--- src/rtl/mem_pkg.sv ---
// rtl/mem_pkg.sv - shared types and helpers for the load/store unit
package mem_pkg;

    typedef enum logic [2:0] {
        OP_LB  = 3'b000,
        OP_LH  = 3'b001,
        OP_LW  = 3'b010,
        OP_LBU = 3'b011,
        OP_LHU = 3'b100,
        OP_SB  = 3'b101,
        OP_SH  = 3'b110,
        OP_SW  = 3'b111
    } mem_op_e;

    typedef enum logic [1:0] {
        IDLE = 2'd0,
        BUS  = 2'd1,
        RESP = 2'd2
    } lsu_state_e;

    localparam int BE_W = 4;

    function automatic logic is_store(input mem_op_e op);
        return (op == OP_SB) || (op == OP_SH) || (op == OP_SW);
    endfunction

    function automatic logic is_aligned(input mem_op_e op, input logic [1:0] a);
        case (op)
            OP_LH, OP_LHU, OP_SH: return (a[0] == 1'b0);
            OP_LW, OP_SW:         return (a == 2'b00);
            default:              return 1'b1;
        endcase
    endfunction

endpackage

--- src/rtl/load_extend.sv ---
// rtl/load_extend.sv - load lane select with sign/zero extension
module load_extend
    import mem_pkg::*;
#(
    parameter int N = 32
) (
    input  mem_op_e        mem_op,
    input  logic [1:0]     addr,
    input  logic [N-1:0]   bus_rdata,
    output logic [N-1:0]   result
);

    logic [7:0]  lane_b;
    logic [15:0] lane_h;

    always_comb begin
        lane_b = bus_rdata[{addr, 3'b000} +: 8];
        lane_h = addr[1] ? bus_rdata[31:16] : bus_rdata[15:0];
        case (mem_op)
            OP_LB:   result = {{(N-8){lane_b[7]}}, lane_b};
            OP_LBU:  result = {{(N-8){1'b0}}, lane_b};
            OP_LH:   result = {{(N-16){lane_h[15]}}, lane_h};
            OP_LHU:  result = {{(N-16){1'b0}}, lane_h};
            default: result = bus_rdata;
        endcase
    end

endmodule

--- src/rtl/load_store_unit.sv ---
// rtl/load_store_unit.sv - single-outstanding load/store engine over a req/ack bus
module load_store_unit
    import mem_pkg::*;
#(
    parameter int N = 32
) (
    input  logic            clk,
    input  logic            reset,
    input  logic            req_valid,
    input  logic [2:0]      mem_op,
    input  logic [N-1:0]    addr,
    input  logic [N-1:0]    wdata,
    output logic            busy,
    output logic [N-1:0]    rdata,
    output logic            rdata_valid,
    output logic            misaligned,
    output logic            bus_req,
    output logic            bus_we,
    output logic [N-1:0]    bus_addr,
    output logic [BE_W-1:0] bus_be,
    output logic [N-1:0]    bus_wdata,
    input  logic            bus_ack,
    input  logic [N-1:0]    bus_rdata
);

    generate
        if (N != 32) begin : g_bad_width
            $error("load_store_unit supports only N = 32");
        end
    endgenerate

    lsu_state_e state;
    mem_op_e    op;
    mem_op_e    op_q;
    logic [1:0] lane_q;
    logic       aligned;
    logic [BE_W-1:0] be_calc;
    logic [N-1:0]    wdata_calc;
    logic [N-1:0]    load_ext;

    assign op      = mem_op_e'(mem_op);
    assign aligned = is_aligned(op, addr[1:0]);

    assign busy       = (state == BUS) || ((state == IDLE) && req_valid && aligned);
    assign misaligned = (state == IDLE) && req_valid && !aligned;

    // Byte enables and replicated store data derive from the raw request so
    // they can be latched on the same edge that leaves IDLE.
    always_comb begin
        case (op)
            OP_LB, OP_LBU, OP_SB: begin
                be_calc    = 4'b0001 << addr[1:0];
                wdata_calc = {4{wdata[7:0]}};
            end
            OP_LH, OP_LHU, OP_SH: begin
                be_calc    = addr[1] ? 4'b1100 : 4'b0011;
                wdata_calc = {2{wdata[15:0]}};
            end
            default: begin
                be_calc    = 4'b1111;
                wdata_calc = wdata;
            end
        endcase
    end

    load_extend #(.N(N)) u_load_extend (
        .mem_op    (op_q),
        .addr      (lane_q),
        .bus_rdata (bus_rdata),
        .result    (load_ext)
    );

    always_ff @(posedge clk or posedge reset) begin
        if (reset) begin
            state       <= IDLE;
            op_q        <= OP_LB;
            lane_q      <= 2'b00;
            rdata       <= '0;
            rdata_valid <= 1'b0;
            bus_req     <= 1'b0;
            bus_we      <= 1'b0;
            bus_addr    <= '0;
            bus_be      <= '0;
            bus_wdata   <= '0;
        end else begin
            rdata_valid <= 1'b0;
            case (state)
                IDLE: begin
                    if (req_valid && aligned) begin
                        state     <= BUS;
                        op_q      <= op;
                        lane_q    <= addr[1:0];
                        bus_req   <= 1'b1;
                        bus_we    <= is_store(op);
                        bus_addr  <= {addr[N-1:2], 2'b00};
                        bus_be    <= be_calc;
                        bus_wdata <= wdata_calc;
                    end
                end
                BUS: begin
                    if (bus_ack) begin
                        state   <= RESP;
                        bus_req <= 1'b0;
                        if (!is_store(op_q)) begin
                            rdata       <= load_ext;
                            rdata_valid <= 1'b1;
                        end
                    end
                end
                RESP: begin
                    state <= IDLE;
                end
                default: begin
                    state <= IDLE;
                end
            endcase
        end
    end

endmodule

--- config.mk ---
export PLATFORM = sky130hd
export DESIGN_NAME = load_store_unit
export DESIGN_NICKNAME = d
export VERILOG_FILES = /design/src/rtl/mem_pkg.sv /design/src/rtl/load_extend.sv /design/src/rtl/load_store_unit.sv
export SDC_FILE = /design/constraint.sdc
export NUM_CORES = 1
export LEC_CHECK = 0
export CAP_MARGIN = 10
export CORE_ASPECT_RATIO = 0.7
export CORE_MARGIN = 10
export CORE_UTILIZATION = 25
export CTS_BUF_LIST = sky130_fd_sc_hd__clkbuf_2
export CTS_CLUSTER_DIAMETER = 30
export DETAILED_ROUTE_END_ITERATION = 6
export PLACE_DENSITY_LB_ADDON = 0.12
export SLEW_MARGIN = 20
export SYNTH_ARGS = -nofsm -noshare
export SYNTH_HDL_FRONTEND = slang
export SYNTH_SLANG_ARGS = --single-unit
--- constraint.sdc ---
create_clock -name clk -period 4 [get_ports clk]
set_input_delay 0.4 -clock clk [delete_from_list [all_inputs] [get_ports clk]]
set_output_delay 0.4 -clock clk [all_outputs]
set_load 0.05 [all_outputs]
# Word level (Yosys, flattened, before mapping)
# Cells that the tools add are included.
dict set report op_classes {
  n_eq_ne 16
  shifts 2
  n_mux 15
  n_bitwise 2
  reduce_logical 22
}
# op count
set op_table {}
lappend op_table {{case mux 32 bit (4 select lines)} 1}
lappend op_table {{case mux 32 bit (2 select lines)} 1}
lappend op_table {{indexed part select 32 x 6 -> 8 bit} 1}
lappend op_table {{equality test 3 bit, second input constant} 8}
lappend op_table {{two-way mux 16 bit} 1}
lappend op_table {{equality test 3 x 2 -> 1 bit, second input constant} 3}
lappend op_table {{case mux 4 bit (2 select lines)} 1}
lappend op_table {{equality test 3 x 1 -> 1 bit, second input constant} 2}
lappend op_table {{logical NOT 3 bit} 2}
lappend op_table {{AND reduction 3 bit} 2}
lappend op_table {{OR reduction 3 bit} 2}
lappend op_table {{logical OR 1 bit} 5}
lappend op_table {{two-way mux 1 bit} 5}
lappend op_table {{logical AND 1 bit} 4}
lappend op_table {{logical NOT 2 bit} 2}
lappend op_table {{two-way mux 2 bit} 2}
lappend op_table {{two-way mux 4 bit} 1}
lappend op_table {{case mux 1 bit (2 select lines)} 2}
lappend op_table {{case mux 2 bit (2 select lines)} 1}
lappend op_table {{AND reduction 2 bit} 2}
lappend op_table {{<< shifter 1 x 2 -> 4 bit, first input constant} 1}
lappend op_table {{equality test 2 x 1 -> 1 bit, second input constant} 1}
lappend op_table {{inequality test 2 x 1 -> 1 bit, second input constant} 1}
lappend op_table {{inequality test 2 bit, second input constant} 1}
lappend op_table {{other kinds (4)} 5}
dict set report totals {
  regBits 108
  input_bits 103
  output_inout_bits 105
  wordCells 67
}

# Logic depth before layout (Yosys ltp)
dict set report logic_depth {
  depth_word 6
  depth_mapped 8
  depth_no_buf 5
}

# Modules after synthesis
# Synthesis repeated with hierarchy kept, for this count alone.
dict set report unflattened {
  cells_unflattened 455
  hier_area_um2 5654.2
}
# mod instances cells_each area_each_um2 seq_area_each_um2
set by_module_without_submodules {}
lappend by_module_without_submodules {load_store_unit 1 354 4941.0 2702.6}
lappend by_module_without_submodules {load_extend 1 101 713.2 0.0}

# Least setup slack after synthesis
# Ideal clock, no wire load.
dict set report synth_path {
  path_kind {input-to-reg}
  from {in mem_op[2]}
  to {reg bus_wdata[16]}
  setup_time_ns 0.125
  arrival_ns 1.878
  t_required_ns 3.875
  setup_slack_ns 1.997
  path_stages 7
  n_path_buf 3
  path_cell_list {buf_2 > xnor2_1 > buf_2 > and2_4 > buf_6 > mux2_1 > mux2_2}
}
dict set report synth_between {
  elab_chain_cells 5
  word_cells_on_any_way 15
  classes_between {7 x eq/ne; 2 x mux; 6 x reduce/logical}
}
# item line
set synth_lines {}
lappend synth_lines {{from (decl)} load_store_unit.sv:10} ;# input logic [2:0] mem_op,
lappend synth_lines {{equality test 3 bit, or another cell as far along} {mem_pkg.sv:28, load_store_unit.sv:50}}
lappend synth_lines {{OR reduction 3 bit or OR reduction 2 bit (tied branches)} {mem_pkg.sv:28, load_store_unit.sv:50}}
lappend synth_lines {{case mux 1 bit (2 select lines)} mem_pkg.sv:28} ;# case (op)
lappend synth_lines {{logical AND 1 bit} load_store_unit.sv:89} ;# if (req_valid && aligned) begin
lappend synth_lines {{AND reduction 2 bit (no source line)} n/a}
lappend synth_lines {{to (signal assigned)} load_store_unit.sv:97} ;# bus_wdata <= wdata_calc;
lappend synth_lines {{to (decl)} load_store_unit.sv:21} ;# output logic [N-1:0] bus_wdata,
# Parallel ways exist; a longest one is shown, timed or not.
# A chain may end at the register's enable or synchronous reset.

# Worst setup path in the final report
dict set report layout_path {
  from {in mem_op[1]}
  to {out busy}
}
dict set report layout_between {
  elab_chain_cells 5
  word_cells_on_any_way 10
  classes_between {5 x eq/ne; 1 x mux; 4 x reduce/logical}
}
# item line
set layout_lines {}
lappend layout_lines {{equality test 3 bit, or another cell as far along} mem_pkg.sv:28}
lappend layout_lines {{OR reduction 3 bit or OR reduction 2 bit (tied branches)} mem_pkg.sv:28}
lappend layout_lines {{case mux 1 bit (2 select lines) *} mem_pkg.sv:28}
lappend layout_lines {{logical AND 1 bit *} load_store_unit.sv:44} ;# assign busy = (state == BUS) || ((state == IDLE) && req_valid && aligned);
lappend layout_lines {{logical OR 1 bit *} load_store_unit.sv:44}
lappend layout_lines {{to (decl)} load_store_unit.sv:13} ;# output logic busy,
# Mark *: on every way between the ends. The rest lies on a longest branch, timed or not.

==> results by group <==
Clock network
  • Root buf cell: clkbuf_2
  • PostCTS Resize Cnt: 0
  • Clk sinks: 108
  • Reg clk slew, reported paths: 0.35 ns
  • Clock Latency Late Sink: roughly 0.64 ns
  • CTS buffer count: 9
  • Hold_buf cts: 0
  • Post-CTS setup buffer count: 0
  • Clock Tree Buf Depth: 2
  • CTS tree: built
  • # H-tree levels: 3

Logic synthesis
  • Top post-synthesis cells by count: dfrtp_1 (108), mux2_1 (61), nand2_1 (43)
  • Largest family of logic cells by synthesized area: multiplexers
  • Sequential area share after synthesis: about half
  • Synth Register Bits: 108
  • Largest cells by area after synthesis: dfrtp_1 (50%), mux2_1 (13%), mux2_2 (4.6%), nand2_1 (3.0%), nor2_1 (2.0%)
  • Simple-gate share of the synthesized area: 10.4%
  • Count leader, synth: dfrtp_1
  • Mean post-synth cell area: 11.2 um^2
  • Synth unique cells: 59
  • Post-synthesis xor/xnor area fraction: 0.326%
  • Leading area contributor after synthesis: dfrtp_1
  • Adder-cell area share of the yosys netlist: 0.186%
  • Share of the synthesized area in the top cell type: around half
  • Mapped Area: between 5000 and 6000 um^2
  • Compound-gate portion of the synthesized area: 15.8%
  • Syn. warnings: 0
  • Number of synthesized flops with an enable pin: 0
  • Prevailing post-synth register cell: dfrtp_1
  • Mux share of post-synthesis cell area: between 10% and 20%
  • Post-synth ARST share: 100%
  • Mapped Cells: 478

Die
  • Die Ht: approximately 140 um
  • Ports: 208
  • Die W: 195 um
  • Full die area: 27,800 um^2
  • Initial core utilization: between 20% and 30%
  • CORE AREA: 20,900 um^2
  • Row count: 44

Timing
  • Tmin final: 3.16 ns
  • Tcrit/Tclk final: 79.0%
  • Setup Viol. Count Final: 0
  • Slew margin rel.: 44.6%
  • Total Neg Setup Slack: 0 ns
  • Max-slew violations: 0
  • Final Hold Viols: 0
  • RSZ-0062 raised after global routing: false
  • Skew final: 0.0539 ns
  • F_max: 317 MHz
  • Worst slew pin tran: between 0.8 and 0.9 ns

Placement
  • Placed wire-length estimate: 14,500 um
  • Port Buffers: 205
  • Placed Area: 7650 um^2
  • Gpl congestion: ~0.73

Power
  • Pwr dens: ~800 nW/um^2
  • Tot Pwr: 0.00633 W
  • Leakage: between 3 and 4 nW
  • Max rail drop VDD: 0.381 mV

Global route
  • Pin count of the biggest net entering global routing: just over 60
  • Initial antenna violation count: 0
  • Total global routing overflow: 0
  • Total GRT Usage: 13.3%
  • Global-route wire length before repair: 29,200 um
  • Vias in the first global route: between 4,000 and 5,000

Setup path
  • Worst path arrival time: 2.76 ns
  • Worst reg2reg path depth: 4
  • RR Startpoint: op_q[1]
  • Worst R2R Setup Slack: 1.52 ns
  • CP Launch Type: input pin
  • CP required: 3.60 ns
  • CP endpoint kind: output port
  • Critical path class: input pin to output port
  • FF-to-FF End: rdata[11]
  • CP Max Fanout: 17

Route
  • Vias per inst: 4.86
  • Wirelength per Cell: 20.3 um
  • 1st-pass router iterations: 6
  • Final WL: 19,100 um
  • DR iter-0 viols: 293
  • Routed Antenna Nets: 0
  • Via count: between 4,000 and 5,000
  • Residual DRC count: 0

Outcome
  • Outcome: complete, no violations

Min path
  • HP Class: input pin to async pin

Final layout
  • Ratio of cells with drive above 1 in the final layout: 8.08%
  • Layout Nets: 766
  • Antenna diodes: 0
  • Area growth syn-to-layout: 44.8%
  • Fin area: between 7000 and 8000 um^2

Flow run
  • Max_cap viols: 0
## cells by family after synthesis
| logic type | Yosys count |
|---|---|
| adders and majority gates | 1 |
| DFF | 108 |
| and+or+nand+nor | 117 |
| other | 1 |
| muxes | 89 |
| xor gates and xnor gates | 2 |
| buffers and inverters | 48 |
| AOI/OAI and AO/OA | 112 |
## power breakdown
part	switching [W]	internal, W
logic	0.00257	0.00136
clock network	0.000413	0.0000996
registers	0.000333	0.00156
total	0.00332	0.00301
## per-layer routing
metal | global-route usage (%) | vias up | routed length [um]
li1 | - | 2121 | -
met1 | 17.1 | 2276 | 8540
met2 | 19.7 | 170 | 8280
met3 | 6.32 | 20 | 2020
met4 | 3.49 | 0 | 274
met5 | 0 | - | 0
## worst max-delay path, cell delays in order
cell and delay (ns):
clkdlybuf4s50_1 0.89, xor2_1 0.20, nand2_1 0.13, nand3_1 0.17
a21bo_2 0.14, clkdlybuf4s50_1 0.82
## worst max path at each step
stage,slack [ns],startpoint,end,cells past startpoint
floorplan,0.75,reset,bus_addr[10],1
global placement,0.84,mem_op[1],busy,6
detailed placement,0.82,mem_op[1],busy,6
CTS,0.81,mem_op[1],busy,6
global route,0.66,mem_op[1],misaligned,6
finish,0.84,mem_op[1],busy,6
## final cells by class
class	instances	area [um^2]
fillers	2051	13100
flip-flops and latches	108	2700
multi-input cells	323	2470
repair buffers	211	2110
well taps	276	345
clock inverters	6	53.8
clock buffers	10	50.0
inverters	10	40.0
## sequential cells by signal, indices dropped and copies added (netlist names)
register	cells
bus_addr	30
bus_be	4
bus_req	1
bus_wdata	32
bus_we	1
lane_q	2
op_q	3
rdata	32
rdata_valid	1
state	2
## through the flow
| step | hold WS, ns | utilization [%] | std cells | setup WS [ns] |
|---|---|---|---|---|
| 3_3_place_gp | 0.463 | 36.6 | 928 | 0.843 |
| 2_1_floorplan | 0.496 | - | 479 | 0.754 |
| 5_1_grt | 0.186 | 37.2 | 944 | 0.665 |
| 4_1_cts | 0.166 | 37.1 | 944 | 0.811 |
| 6_report | 0.224 | 37.2 | 944 | 0.841 |
| 3_5_place_dp | 0.474 | 36.6 | 928 | 0.823 |
## layout by cell type, fill, tap and decap left out, types with 4 or more instances in the layout
master / count
o21ai_1: 4
nor3_1: 8
o22a_1: 7
nor2b_1: 4
nand2b_1: 11
clkbuf_2: 10
o21ai_0: 10
a21oi_1: 21
and3_1: 8
a32oi_1: 9
a221oi_1: 4
a221o_1: 9
dfrtp_1: 108
inv_1: 8
o221ai_1: 6
mux2_1: 61
clkdlybuf4s50_1: 205
buf_4: 5
mux2_2: 22
mux2i_1: 5
nand2_1: 43
a22oi_1: 7
a31oi_1: 8
nor2_1: 29
(Power assumes the default switching activity.)
